## src/rtl/fc0_mm_ctrl.sv

```systemverilog
// -----------------------------------------------------------------------------
// fc0_mm_ctrl
// Controller for the two-bank matching memory (MMU0/MMU1) of firing-control
// stage FC0. It tracks how full each bank is, picks the bank for each store,
// power-gates each bank with a wake latency, and reports full/empty/next-write
// status back to the stage.
//
// Optional feature macro: FC0_MM_STAT_EN
//   defined   : 16-bit saturating accepted-store and stalled-cycle counters
//   undefined : stat_store_o / stat_stall_o tied to 0, no stat registers
//
// Handshake: a store is transferred on a rising clk edge where
// st_vld_i & st_rdy_o. st_vld_i may be held while st_rdy_o is low, and a
// store pulse that sees st_rdy_o low has no effect. rel_vld_i is a one-cycle
// release with no back-pressure.
//
// Ports:
//   clk            stage clock
//   rst            asynchronous active-low reset
//   mm16_i         1 = single-bank mode, only MMU0 takes new stores
//   st_vld_i       store request
//   st_rdy_o       store accepted when st_vld_i & st_rdy_o
//   st_bank_o      bank receiving the current store (0=MMU0, 1=MMU1)
//   rel_vld_i      one entry released
//   rel_bank_i     bank of the released entry
//   pg_mmu0_o      MMU0 power enable
//   pg_mmu1_o      MMU1 power enable
//   next_mmu0_w_o  next store targets MMU0
//   next_mmu1_w_o  next store targets MMU1
//   mm_full_o      no bank can accept a store
//   mmu0_empty_o   MMU0 occupancy is zero
//   mmu1_empty_o   MMU1 occupancy is zero
//   cnt0_o         MMU0 occupancy
//   cnt1_o         MMU1 occupancy
//   err_o          sticky: a release hit an empty bank
//   stat_store_o   accepted-store count
//   stat_stall_o   stalled-store cycle count
// -----------------------------------------------------------------------------
module fc0_mm_ctrl #(
    parameter int DEPTH_W  = 4,
    parameter int WAKE_CYC = 4,
    parameter int IDLE_CYC = 32
) (
    input  logic               clk,
    input  logic               rst,
    input  logic               mm16_i,
    input  logic               st_vld_i,
    output logic               st_rdy_o,
    output logic               st_bank_o,
    input  logic               rel_vld_i,
    input  logic               rel_bank_i,
    output logic               pg_mmu0_o,
    output logic               pg_mmu1_o,
    output logic               next_mmu0_w_o,
    output logic               next_mmu1_w_o,
    output logic               mm_full_o,
    output logic               mmu0_empty_o,
    output logic               mmu1_empty_o,
    output logic [DEPTH_W:0]   cnt0_o,
    output logic [DEPTH_W:0]   cnt1_o,
    output logic               err_o,
    output logic [15:0]        stat_store_o,
    output logic [15:0]        stat_stall_o
);

    localparam int CW = DEPTH_W + 1;
    localparam logic [CW-1:0] CAP = CW'(2 ** DEPTH_W);

    typedef enum logic [1:0] {
        PWR_OFF  = 2'd0,
        PWR_WAKE = 2'd1,
        PWR_ON   = 2'd2
    } pwr_state_e;

    // Per-bank state, index 0 = MMU0, 1 = MMU1. pwr_q is the power FSM state.
    pwr_state_e    pwr_q [2];
    pwr_state_e    pwr_d [2];
    logic [7:0]    wake_q[2];
    logic [7:0]    wake_d[2];
    logic [7:0]    idle_q[2];
    logic [7:0]    idle_d[2];
    logic          pg_q  [2];
    logic          pg_d  [2];
    logic [CW-1:0] cnt_q [2];
    logic [CW-1:0] cnt_d [2];
    logic          err_q;
    logic          err_d;

    logic          sel0;
    logic          sel1;
    logic          full;
    logic          bank;
    logic          rdy;
    logic          acc;
    logic [1:0]    inc;
    logic [1:0]    dec;
    logic [1:0]    demand;

    always_comb begin
        // Selection runs on registered counts only, so mm16_i changes apply
        // from the next evaluation without any flush.
        sel0 = cnt_q[0] < CAP;
        sel1 = !sel0 && !mm16_i && (cnt_q[1] < CAP);
        full = !sel0 && !sel1;
        bank = sel1;
        // A sleeping or waking target stalls; the store is never redirected.
        rdy  = !full && (pwr_q[bank] == PWR_ON);
        acc  = st_vld_i && rdy;

        err_d = err_q;
        for (int b = 0; b < 2; b++) begin
            inc[b]    = acc && (bank == 1'(b));
            dec[b]    = rel_vld_i && (rel_bank_i == 1'(b));
            demand[b] = (st_vld_i && (bank == 1'(b))) || (cnt_q[b] != '0);

            // Store and release together cancel; release on empty saturates.
            cnt_d[b] = cnt_q[b];
            if (inc[b] && !dec[b]) begin
                cnt_d[b] = cnt_q[b] + CW'(1);
            end else if (!inc[b] && dec[b] && (cnt_q[b] != '0)) begin
                cnt_d[b] = cnt_q[b] - CW'(1);
            end
            if (dec[b] && (cnt_q[b] == '0)) begin
                err_d = 1'b1;
            end

            pwr_d[b]  = pwr_q[b];
            wake_d[b] = wake_q[b];
            idle_d[b] = idle_q[b];
            case (pwr_q[b])
                PWR_OFF: begin
                    idle_d[b] = 8'd0;
                    if (demand[b]) begin
                        pwr_d[b]  = PWR_WAKE;
                        wake_d[b] = 8'(WAKE_CYC - 1);
                    end
                end
                PWR_WAKE: begin
                    idle_d[b] = 8'd0;
                    if (wake_q[b] == 8'd0) begin
                        pwr_d[b] = PWR_ON;
                    end else begin
                        wake_d[b] = wake_q[b] - 8'd1;
                    end
                end
                PWR_ON: begin
                    // demand includes cnt>0, so an occupied bank never idles off.
                    if (demand[b]) begin
                        idle_d[b] = 8'd0;
                    end else if (idle_q[b] + 8'd1 == 8'(IDLE_CYC)) begin
                        pwr_d[b]  = PWR_OFF;
                        idle_d[b] = 8'd0;
                    end else begin
                        idle_d[b] = idle_q[b] + 8'd1;
                    end
                end
                default: begin
                    pwr_d[b]  = PWR_OFF;
                    idle_d[b] = 8'd0;
                end
            endcase
            pg_d[b] = (pwr_d[b] != PWR_OFF);
        end
    end

    always_ff @(posedge clk or negedge rst) begin
        if (!rst) begin
            for (int b = 0; b < 2; b++) begin
                pwr_q[b]  <= PWR_OFF;
                wake_q[b] <= 8'd0;
                idle_q[b] <= 8'd0;
                pg_q[b]   <= 1'b0;
                cnt_q[b]  <= '0;
            end
            err_q <= 1'b0;
        end else begin
            for (int b = 0; b < 2; b++) begin
                pwr_q[b]  <= pwr_d[b];
                wake_q[b] <= wake_d[b];
                idle_q[b] <= idle_d[b];
                pg_q[b]   <= pg_d[b];
                cnt_q[b]  <= cnt_d[b];
            end
            err_q <= err_d;
        end
    end

    assign st_rdy_o      = rdy;
    assign st_bank_o     = bank;
    assign pg_mmu0_o     = pg_q[0];
    assign pg_mmu1_o     = pg_q[1];
    assign next_mmu0_w_o = sel0;
    assign next_mmu1_w_o = sel1;
    assign mm_full_o     = full;
    assign mmu0_empty_o  = (cnt_q[0] == '0);
    assign mmu1_empty_o  = (cnt_q[1] == '0);
    assign cnt0_o        = cnt_q[0];
    assign cnt1_o        = cnt_q[1];
    assign err_o         = err_q;

`ifdef FC0_MM_STAT_EN
    logic [15:0] stat_store_q;
    logic [15:0] stat_store_d;
    logic [15:0] stat_stall_q;
    logic [15:0] stat_stall_d;

    always_comb begin
        stat_store_d = stat_store_q;
        stat_stall_d = stat_stall_q;
        if (acc && (stat_store_q != 16'hFFFF)) begin
            stat_store_d = stat_store_q + 16'd1;
        end
        if (st_vld_i && !rdy && (stat_stall_q != 16'hFFFF)) begin
            stat_stall_d = stat_stall_q + 16'd1;
        end
    end

    always_ff @(posedge clk or negedge rst) begin
        if (!rst) begin
            stat_store_q <= 16'd0;
            stat_stall_q <= 16'd0;
        end else begin
            stat_store_q <= stat_store_d;
            stat_stall_q <= stat_stall_d;
        end
    end

    assign stat_store_o = stat_store_q;
    assign stat_stall_o = stat_stall_q;
`else
    assign stat_store_o = 16'd0;
    assign stat_stall_o = 16'd0;
`endif

endmodule
```

## config.mk

```make
export PLATFORM = sky130hd
export DESIGN_NAME = fc0_mm_ctrl
export DESIGN_NICKNAME = d
export VERILOG_FILES = /design/src/rtl/fc0_mm_ctrl.sv
export SDC_FILE = /design/constraint.sdc
export NUM_CORES = 1
export LEC_CHECK = 0
export BUFFER_PORTS_ARGS = -buffer_cell sky130_fd_sc_hd__buf_2
export CORE_MARGIN = 5
export CORE_UTILIZATION = 56
export DETAILED_ROUTE_END_ITERATION = 6
export PLACE_DENSITY = 0.91
export SLEW_MARGIN = 20
export SYNTH_ARGS = -nofsm -noshare
export SYNTH_HDL_FRONTEND = slang
export SYNTH_SLANG_ARGS = --single-unit
export TNS_END_PERCENT = 30
```

## constraint.sdc

```tcl
create_clock -name clk -period 3.1 [get_ports clk]
set_clock_uncertainty 0.2 [all_clocks]
set_input_delay 0.155 -clock clk [delete_from_list [all_inputs] [get_ports clk]]
set_output_delay 0.155 -clock clk [all_outputs]
set_load 0.05 [all_outputs]
```

==> metrics <==
outcome finished, final reports clean; gr usage total 0.177; worst-margin pin slew 0.705 ns; ys flop type dfrtp_1; Total Neg Setup Slack 0 ns; Design Power 2.35 mW; worst vdd ir 0.000726 V; Seq/Total Area, Yosys 0.390; Clock H-tree levels 2; HPWL after DPL 4.63 mm; WP data required 3.06 ns; register area 1230 sq um; num rows 27; Slew Limit Fails 0; mean post-synth cell area 9.69 sq um; CTS Buf Count 5; final std cells w/o fill 422; final period utilization 0.865; clk_lat worst skew 0.30 ns; PwrDens 705 nW/um^2; first-pass GRT wire length 10.5 mm; Synth Register Bits 49; layout cell share with drive strength beyond 1 0.163; drc violations 0; mapped cell area 3140 sq um; FILL cells 448; DR vias 2,390; Startpoint Class flip-flop; DR iter-0 viols 122; min Tclk post-route 2.68 ns; vias in the first global route 2,279; Wirelength per Cell 14.8 microns; Initial Utilization 0.574; leakage 1.40 nW; Post-synth ARST share 1.00; commonest non-fill, non-tap cell in the layout dfrtp_1; final setup fails 0; top cells by area, synth dfrtp_1, buf_4, ha_1; Hold WS 0.0401 ns; Hold Vio Cnt, Final 0; PortBufs 25; diodes inserted 0; cell taking the most area after synthesis dfrtp_1; Synth cell types 58; core area 5470 sq um; number of antenna-violating nets in the routed design 0; clk buf depth 2; Die Wd 84.9 microns; CTS tree done; Max Fclk 0.373 GHz; grt ovf 0; # IOs 58; root buf cell clkbuf_8; footprint of the multi-input gates 1700 sq um; worst rel slew slack 0.529; Initial DRT Pass Iterations 4; Crit Path Class reg -> reg; CP endpoint kind flip-flop; Synth Instances 324; Clk pin slew, worst setup/hold paths 0.09 ns; Sink Count 49; Final GP Congestion 0.870; die area 7210 sq um; area grow syn2layout 6.10%; commonest non-fill, non-tap cells in the layout dfrtp_1, conb_1, buf_2, nor2_1; RSZ-0062 raised after global routing no; yosys warns 0; vias per std cell 5.66; WL final 6.25 mm; die height 84.9 microns; min-delay worst type in -> reg; antenna violations before repair 0; placed cell count 412; Crit path arrival time 2.65 ns; Yosys top cell area share 0.390; crit path max fanout 8; Post-synth EDFFs 0; largest net degree at the start of global routing 50; Max-cap violations 0; final net count 368
==> metrics by stage <==
step | utilization | cell area, sq um | setup slack [ns]
after floorplan | - | 3260 | 0.185
after global placement | 0.586 | 3210 | 0.616
after detailed placement | 0.586 | 3210 | 0.468
after CTS | 0.608 | 3330 | 0.431
after global routing | 0.609 | 3330 | 0.278
final | 0.609 | 3330 | 0.418
==> cell usage after synthesis (3+ instances only) <==
| cell type | instances |
|---|---|
| dfrtp_1 | 49 |
| buf_4 | 34 |
| nor2_1 | 20 |
| nor3_1 | 17 |
| nand2_1 | 16 |
| a21oi_1 | 14 |
| xnor2_1 | 14 |
| ha_1 | 11 |
| inv_1 | 11 |
| nand2b_1 | 10 |
| or4_1 | 10 |
| nand3_1 | 9 |
| clkbuf_1 | 7 |
| mux2_2 | 7 |
| a21o_1 | 6 |
| o31ai_1 | 6 |
| xor2_1 | 6 |
| mux2i_1 | 5 |
| nor4_1 | 5 |
| o21ai_0 | 5 |
| nor3b_1 | 4 |
| o22ai_1 | 4 |
| nor2b_1 | 3 |
| or3_1 | 3 |
==> what timing repair did <==
action	CTS	global route
setup buffers	0	0
resized for setup	0	0
hold endpoints to repair	50	0
hold buffers	2	0
==> critical path, cell delays in order (launching register included) <==
cell and delay (ns):
dfrtp_1 0.46, and4bb_2 0.38, and3_1 0.23, inv_1 0.12, fa_1 0.42, a21o_1 0.20, a21o_1 0.19, o311ai_0 0.35
==> layout make-up <==
cell class	count	share of cell area
Clock buffer	7	0.0289
Clock inverter	1	0.00150
Inverter	11	0.0124
Multi-Input combinational cell	252	0.511
Sequential cell	49	0.368
Tap cell	72	0.0270
Timing Repair Buffer	30	0.0511
==> registers in the layout, indices dropped and copies added, names as in the netlist <==
register,flops
idle_q,16
wake_q,16
cnt0_o,5
cnt1_o,5
pwr_q,4
err_o,1
pg_mmu0_o,1
pg_mmu1_o,1
==> report_power, final <==
| part | leakage [nW] | switching [mW] | internal, mW |
|---|---|---|---|
| registers | 0.606 | 0.108 | 0.719 |
| logic | 0.741 | 0.775 | 0.342 |
| clock network | 0.0542 | 0.204 | 0.202 |
| total | 1.40 | 1.09 | 1.26 |
==> per-layer routing <==
metal  wire (microns)  global-route usage  up-vias  part of all wire
li1                 -                   -     1159                 -
met1             2700               0.225     1161              0.43
met2             3150               0.293       59              0.50
met3              282              0.0369       11             0.045
met4              117              0.0777        0             0.019
met5                0                   0        -                 0
==> cell families after synthesis <==
family                     synth area share
buffers and inverters                 0.106
DFF                                   0.390
other                               0.00119
and+or+nand+nor                       0.197
adders and majority gates            0.0566
AOI/OAI and AO/OA                     0.152
muxes                                0.0410
xor gates and xnor gates             0.0558
==> path summary, 6_finish.rpt <==
kind / end / cells past startpoint / from / slack, ns
max in group asynchronous: idle_q[13] / 2 / rst / 2.08
min in group asynchronous: wake_q[11] / 2 / rst / 0.21
max reg2reg: cnt1_o[4] / 7 / cnt1_o[4] / 0.42
min reg2reg: err_o / 1 / err_o / 0.26
min: err_o / 3 / rel_bank_i / 0.04
max: cnt1_o[4] / 7 / cnt1_o[4] / 0.42
No activity file was read; power rests on OpenSTA's default activity.
